File: src/rtl/modbus_req_tx.sv
// rtl/modbus_req_tx.sv - Modbus RTU holding-register poller with bit-serial CRC16; define MB_WRITE_EN for function-06 writes
module modbus_req_tx #(
    parameter logic [7:0]  SLAVE_ADDR  = 8'h01,
    parameter logic [15:0] REG_FIRST   = 16'd310,
    parameter logic [3:0]  REG_COUNT   = 4'd10,
    parameter int unsigned TIMEOUT_CYC = 50000,
    parameter int unsigned GAP_CYC     = 2000
) (
    input  logic        clk,
    input  logic        rst_n,
    input  logic        start,
    input  logic        rx_done,
`ifdef MB_WRITE_EN
    input  logic        wr_req,
    input  logic [15:0] wr_addr,
    input  logic [15:0] wr_data,
    output logic        wr_ack,
`endif
    output logic [47:0] Message,
    output logic [63:0] frame_out,
    output logic        tx_valid,
    output logic        busy,
    output logic [3:0]  cur_index,
    output logic        err_timeout
);

    localparam logic [2:0] S_IDLE = 3'd0;
    localparam logic [2:0] S_LOAD = 3'd1;
    localparam logic [2:0] S_CRC  = 3'd2;
    localparam logic [2:0] S_SEND = 3'd3;
    localparam logic [2:0] S_WAIT = 3'd4;
    localparam logic [2:0] S_GAP  = 3'd5;

    logic [2:0]  state;
    logic [15:0] crc;
    logic [5:0]  bit_cnt;
    logic [31:0] cnt;
    logic [15:0] poll_reg;
    logic [7:0]  crc_byte;
    logic [15:0] crc_mix;
    logic [15:0] crc_next;
    logic        launch;
    logic        is_write;
    logic [3:0]  index_next;

`ifdef MB_WRITE_EN
    logic        wr_op;
    logic [15:0] wr_addr_q;
    logic [15:0] wr_data_q;
`endif

    assign busy     = (state != S_IDLE);
    assign poll_reg = REG_FIRST + {12'h000, cur_index};

    // Next polled index, wrapping at the end of the register window
    assign index_next = (cur_index == REG_COUNT - 4'd1) ? 4'd0 : cur_index + 4'd1;

    // One CRC16 step: fold in the next message byte at its first bit, then shift once
    always_comb begin
        crc_byte = Message[{bit_cnt[5:3], 3'b000} +: 8];
        crc_mix  = (bit_cnt[2:0] == 3'd0) ? (crc ^ {8'h00, crc_byte}) : crc;
        crc_next = crc_mix[0] ? ((crc_mix >> 1) ^ 16'hA001) : (crc_mix >> 1);
    end

    // Whether a new transaction should be launched when one may begin
    always_comb begin
        launch   = start;
        is_write = 1'b0;
`ifdef MB_WRITE_EN
        launch   = start | wr_req;
        is_write = wr_op;
`endif
    end

    // Transaction sequencer: build, checksum, present, await response, idle gap
    always_ff @(posedge clk or negedge rst_n) begin
        if (!rst_n) begin
            state       <= S_IDLE;
            Message     <= '0;
            frame_out   <= '0;
            tx_valid    <= 1'b0;
            err_timeout <= 1'b0;
            cur_index   <= 4'd0;
            crc         <= 16'hFFFF;
            bit_cnt     <= 6'd0;
            cnt         <= 32'd0;
`ifdef MB_WRITE_EN
            wr_ack      <= 1'b0;
            wr_op       <= 1'b0;
            wr_addr_q   <= 16'h0000;
            wr_data_q   <= 16'h0000;
`endif
        end else begin
            tx_valid    <= 1'b0;
            err_timeout <= 1'b0;
`ifdef MB_WRITE_EN
            wr_ack      <= 1'b0;
            if ((state == S_IDLE) || ((state == S_GAP) && (cnt == GAP_CYC - 32'd1))) begin
                wr_op     <= wr_req;
                wr_addr_q <= wr_addr;
                wr_data_q <= wr_data;
            end
`endif
            case (state)
                S_IDLE: begin
                    if (launch) begin
                        state <= S_LOAD;
                    end
                end
                S_LOAD: begin
`ifdef MB_WRITE_EN
                    if (wr_op) begin
                        Message <= {wr_data_q[7:0], wr_data_q[15:8], wr_addr_q[7:0], wr_addr_q[15:8], 8'h06, SLAVE_ADDR};
                    end else begin
                        Message <= {8'h01, 8'h00, poll_reg[7:0], poll_reg[15:8], 8'h03, SLAVE_ADDR};
                    end
`else
                    Message <= {8'h01, 8'h00, poll_reg[7:0], poll_reg[15:8], 8'h03, SLAVE_ADDR};
`endif
                    crc     <= 16'hFFFF;
                    bit_cnt <= 6'd0;
                    state   <= S_CRC;
                end
                S_CRC: begin
                    crc <= crc_next;
                    if (bit_cnt == 6'd47) begin
                        state <= S_SEND;
                    end else begin
                        bit_cnt <= bit_cnt + 6'd1;
                    end
                end
                S_SEND: begin
                    frame_out <= {crc[15:8], crc[7:0], Message};
                    tx_valid  <= 1'b1;
                    cnt       <= 32'd0;
                    state     <= S_WAIT;
                end
                S_WAIT: begin
                    if (rx_done || (cnt == TIMEOUT_CYC - 32'd1)) begin
                        err_timeout <= ~rx_done;
`ifdef MB_WRITE_EN
                        wr_ack      <= rx_done & wr_op;
`endif
                        if (!is_write) begin
                            cur_index <= index_next;
                        end
                        cnt   <= 32'd0;
                        state <= S_GAP;
                    end else begin
                        cnt <= cnt + 32'd1;
                    end
                end
                S_GAP: begin
                    if (cnt == GAP_CYC - 32'd1) begin
                        cnt   <= 32'd0;
                        state <= launch ? S_LOAD : S_IDLE;
                    end else begin
                        cnt <= cnt + 32'd1;
                    end
                end
                default: state <= S_IDLE;
            endcase
        end
    end

endmodule

File: config.mk
export PLATFORM = sky130hd
export DESIGN_NAME = modbus_req_tx
export DESIGN_NICKNAME = d
export VERILOG_FILES = /design/src/rtl/modbus_req_tx.sv
export SDC_FILE = /design/constraint.sdc
export NUM_CORES = 1
export LEC_CHECK = 0
export ABC_AREA = 0
export CORE_ASPECT_RATIO = 1.4
export CORE_UTILIZATION = 25
export DETAILED_ROUTE_END_ITERATION = 7
export GPL_TIMING_DRIVEN = 1
export PLACE_DENSITY = 0.59
export REMOVE_ABC_BUFFERS = 1
export SLEW_MARGIN = 20
export SYNTH_ARGS = -nofsm -noshare
export SYNTH_HDL_FRONTEND = slang
export SYNTH_SLANG_ARGS = --single-unit
File: constraint.sdc
create_clock -name clk -period 1.8 [get_ports clk]
set_clock_uncertainty 0.05 [all_clocks]
set_input_delay 0.36 -clock clk [delete_from_list [all_inputs] [get_ports clk]]
set_output_delay 0.36 -clock clk [all_outputs]
set_load 0.05 [all_outputs]
== Word level (Yosys, flattened, before mapping) ==
Cells that the tools add are included.
Storage, ports and cells
  bits of input ports: 4
  flip-flop bits (word level): 119
  logic and storage cells: 58
Operators by class
  add/subtract/negate cells: 4
  shifts and indexed selects: 1
  muxes and demuxes: 18
  eq/ne operators: 14
  bitwise gates (word level): 3
  reduce and logical (&&, ||, !) cells: 9
Operators with widths (count)
  32-bit case mux with 3 select lines: 1
  32-bit 2-to-1 mux: 2
  48-bit by 7-bit indexed part select with 8-bit output: 1
  32-bit by 1-bit adder with 32-bit output (second input constant): 1
  32-bit by 11-bit == test with 1-bit output (second input constant): 1
  32-bit by 16-bit == test with 1-bit output (second input constant): 1
  16-bit 2-to-1 mux: 2
  16-bit case mux with 2 select lines: 1
  3-bit case mux with 6 select lines: 1
  16-bit by 8-bit bitwise XOR with 16-bit output: 1
  3-bit 2-to-1 mux: 4
  6-bit case mux with 2 select lines: 1
  9-bit by 4-bit adder with 10-bit output (first input constant): 1
  2-bit inequality test (second input constant): 5
  6-bit by 1-bit adder with 6-bit output (second input constant): 1
  3-bit by 2-bit == test with 1-bit output (second input constant): 2
  3-bit == test (second input constant): 2
  6-bit == test (second input constant): 1
  3-bit logical NOT: 2
  6-bit 2-to-1 mux: 1
  3-bit nonzero test: 2
  4-bit by 1-bit adder with 4-bit output (second input constant): 1
  4-bit == test (second input constant): 1
  1-bit 2-to-1 mux: 4
  other kinds (8): 9

== Logic depth before layout (Yosys ltp) ==
Gate-level depths: netlist of run 1.
  word-level depth: 6
  mapped depth: 8
  mapped depth without buffers: 8

== Worst setup path before layout of run 1 ==
OpenSTA, ideal clock, no wires.
  path kind: register to register
  from: register cnt[0]
  to: register cnt[23]
  buffers on the path: 1
  slack: -0.203 ns
  cell stages (with the launch flop): 9
  arrival time: 1.835 ns
  setup time: 0.118 ns
  cell sequence: dfrtp_1 ha_1 and4b_1 nand4_2 o41ai_2 a21o_1 buf_4 o21ai_1 a21o_1
On the way
  longest elaborated chain between the ends: 4
  elaborated cells on any way between the ends: 7
  classes of those cells: add/sub (1); eq/ne (2); mux (3); reduce/logical (1)
RTL lines
  start: declaration: line 37  | logic [31:0] cnt;
  start signal: assignment: line 150  | cnt <= cnt + 32'd1;
  start signal: assignment: line 158  | cnt <= cnt + 32'd1;
  branches (longest 3 deep; another with 32-bit by 1-bit adder with 32-bit output)
  32-bit case mux with 3 select lines *: line 104  | case (state)
Mark *: on every way between the ends.
A chain may end at the register's enable or synchronous reset.

== Worst setup path in the final report of run 1 ==
  from: register cnt[5]
  to: register cnt[4]
On the way
  longest elaborated chain between the ends: 4
  elaborated cells on any way between the ends: 6
  classes of those cells: eq/ne (2); mux (3); reduce/logical (1)
RTL lines
  32-bit by 16-bit == test with 1-bit output: line 139  | if (rx_done || (cnt == TIMEOUT_CYC - 32'd1)) begin
  1-bit logical OR: line 139
  32-bit 2-to-1 mux: line 139
  32-bit case mux with 3 select lines *: line 104
Every way passes the cells marked *; elsewhere a longest branch is shown, timed or not.

==> results of run 1 <==
-- state kept, by name, indices dropped and copies added, names as in the netlist --
signal	count
cnt	32
frame_out	24
crc	16
Message	8
bit_cnt	6
cur_index	4
state	3
err_timeout	1
tx_valid	1
-- power groups by stage --
stage	logic (W)	clock network, W	registers (W)
4_1_cts	0.00558	0.00213	0.00317
5_1_grt	0.00602	0.00221	0.00325
3_5_place_dp	0.00519	0	0.00319
2_1_floorplan	0.00174	0	0.00463
3_3_place_gp	0.00516	0	0.00318
6_report	0.00562	0.00207	0.00316
-- logic make-up after synthesis --
family	Yosys count
adder cells (fa/ha/maj)	6
XOR/XNOR	21
flip-flops	95
AO/OA/AOI/OAI	95
other	1
buffers and inverters	113
multiplexers	3
AND/OR/NAND/NOR	242
-- worst paths after layout --
kind,startpoint,endpoint,slack [ns],cells after the start
max reg2reg,cnt[5],cnt[4],-0.37,8
min in group clk,frame_out[51],frame_out[51],0.43,2
min reg2reg,frame_out[51],frame_out[51],0.43,2
max,cnt[5],cnt[4],-0.37,8
max in group asynchronous,rst_n,crc[15],0.84,3
min,rst_n,frame_out[59],0.30,2
-- layer usage --
layer	vias to the layer above	share of wire	GRT usage
met4	0	0.024	0.04663
met3	21	0.038	0.02672
met2	127	0.51	0.2063
met1	2010	0.43	0.1424
met5	-	0	0
li1	2061	-	-
-- worst register-to-register path: stages, from the launching register on --
cell	delay, ns
dfrtp_1	0.41
nor4_4	0.30
nand2_1	0.10
buf_6	0.14
o41ai_4	0.44
a21o_1	0.20
buf_4	0.16
o21ai_1	0.06
a22o_1	0.18
-- synthesized netlist by cell type, drive strengths merged (8+ instances only) --
cell   number  area (sq um)
or3         9         56.30
nor4        9         98.84
nor2       31         116.4
xor2       14         122.6
buf        92         680.7
a21o        8         60.06
dfstp      16         420.4
o22a        8         70.07
inv        13         48.79
a31oi      16         100.1
a21oi      25         128.9
nand2     122         457.9
dfrtp      79          1977
nand3      23         115.1
nand4      10         68.81
o21ai      28         140.1
nor3       10         55.05
-- stage by stage --
stage,setup slack (ns),total power [W]
after floorplan,-1.084,0.006365
after global placement,-0.6201,0.008341
after detailed placement,-0.6716,0.008385
after CTS,-0.3683,0.01087
after global routing,-0.5023,0.01148
final,-0.3730,0.01085
-- final cells by class --
| cell class | instances | area (sq um) |
|---|---|---|
| fillers | 2128 | 13580 |
| well taps | 256 | 320.3 |
| clock inverters | 6 | 93.84 |
| clock buffers | 10 | 229.0 |
| flip-flops and latches | 95 | 2397 |
| repair buffers | 143 | 1300 |
| multi-input cells | 440 | 2505 |
| inverters | 14 | 56.30 |
-- timing repair --
action / 4_1_cts / 5_1_grt
hold buffers: 1 / 0
setup endpoints to repair: 39 / 58
gates resized for setup: 44 / 11
endpoints found under the hold margin: 29 / 0
pin swaps: 16 / 8
setup buffers: 14 / 3
gates cloned: 1 / 0
==> results.json, run 1 <==
{
  "final_cell_count_no_fill": 964,
  "syn-cell-area_sq_um": 5226,
  "hold_class": "in2async",
  "synth_adder_area_share": 0.01436,
  "nets": 713,
  "num_vias": 4219,
  "synth_compound_area_frac": 0.1173,
  "placedCellCount": 929,
  "numCtsBuffers": 9,
  "wl_per_cell_um": 13.01,
  "powerDensity_nw_per_um2": 1572,
  "clockRootBuffer": "clkbuf_16",
  "cp_max_fo": 5,
  "fin_area_sq_um": 6902,
  "grt_usage": 0.1201,
  "drt_iter0_markers": 190,
  "startpoint_type": "flop",
  "synth-simple-area-share": 0.2222,
  "switching_share": 0.4594,
  "place_congestion": 0.8204,
  "placed_area_sq_um": 6198,
  "core_area_sq_um": 20480,
  "setup_tns_ns": -10.16,
  "synth_ff_type": "dfrtp_1",
  "grt_pass1_wl_mm": 20.20,
  "min_period_over_period": 1.207,
  "vdd_drop_max_uv": 575.7,
  "rsz0062_at_grt": "yes",
  "end_kind": "flop",
  "clkTransAtPathRegs_ns": 0.07,
  "clockBufferDepth": 2,
  "violations": "setup timing",
  "wl_mm": 12.54,
  "num_antenna_cells": 0,
  "antenna_found_initial": 0,
  "synthArstFlopShare": 1.000,
  "whs_ns": 0.3049,
  "mostFrequentLayoutCells": "nand2_1 (119), buf_4 (114), dfrtp_1 (79)",
  "path_cells": "nor4_4 > nand2_1 > buf_6 > o41ai_4 > a21o_1 > buf_4 > o21ai_1 > a22o_1",
  "slowest_stage": "o41ai_4",
  "syn_to_final_growth_pct": 32.06,
  "ys_seq_area_frac": 0.4587,
  "rows": 62,
  "synth.area.mux_share": 0.005985,
  "grt_pass1_vias": 3997,
  "arrival_ns": 2.35,
  "sequentialPowerShare": 0.291,
  "cp_slowest_stage_delay_ns": 0.44,
  "leakage_nw": 3.236,
  "vias_per_cell": 4.377,
  "post-route-min-period_ns": 2.173,
  "hold_viol": 0,
  "required_ns": 1.98,
  "synth_edf_count": 0,
  "internal_power_w": 0.005865,
  "comb_power_share": 0.518,
  "firstDrtPassIters": 4,
  "syn_inst": 576,
  "final_common_cell": "nand2_1",
  "cts.sinks": 95,
  "grt_start_max_net_pins": 61,
  "netlist-cell-type-count": 53,
  "critPathTopFamily": "compound AO/OA/AOI/OAI gates",
  "final_util": 0.3370,
  "path_class": "reg2reg",
  "fp.dieH_um": 173.1,
  "synth.avg_cell_area_sq_um": 9.073,
  "finalSetupViolations": 39,
  "crit_buf_inv": 2,
  "ant_nets": 0,
  "yosys_warnings": 0,
  "max_freq_ghz": 0.4602,
  "dieArea_sq_um": 21500,
  "drc": 0,
  "ys_ff_latch": 95,
  "cts_tree": "done",
  "slew_violations": 0,
  "outcome": "finished, violations left",
  "drive_gt1_frac": 0.2952,
  "setup_slack_ns": -0.3730,
  "ios": 123,
  "clkPwrFrac": 0.191,
  "io_buffers": 50,
  "power_switching_w": 0.004985,
  "clk_latency_ns": 0.35,
  "synth_xor_area_frac": 0.03519,
  "detailed_place_hpwl_mm": 8.599,
  "floorplan.initialDensity": 0.2552,
  "die_width_um": 124.2,
  "htreeDepth": 3,
  "synth_top_family_by_area": "simple AND/OR/NAND/NOR gates",
  "cap_violations": 0,
  "grt.overflow.total": 0
}
No activity file was read; power rests on OpenSTA's default activity.
==> run 2: changes to the inputs <==
Settings changed: CAP_MARGIN set to 20.
==> results of run 2 <==
Same layout as run 1: the final DEF is identical, and so are final timing and power.
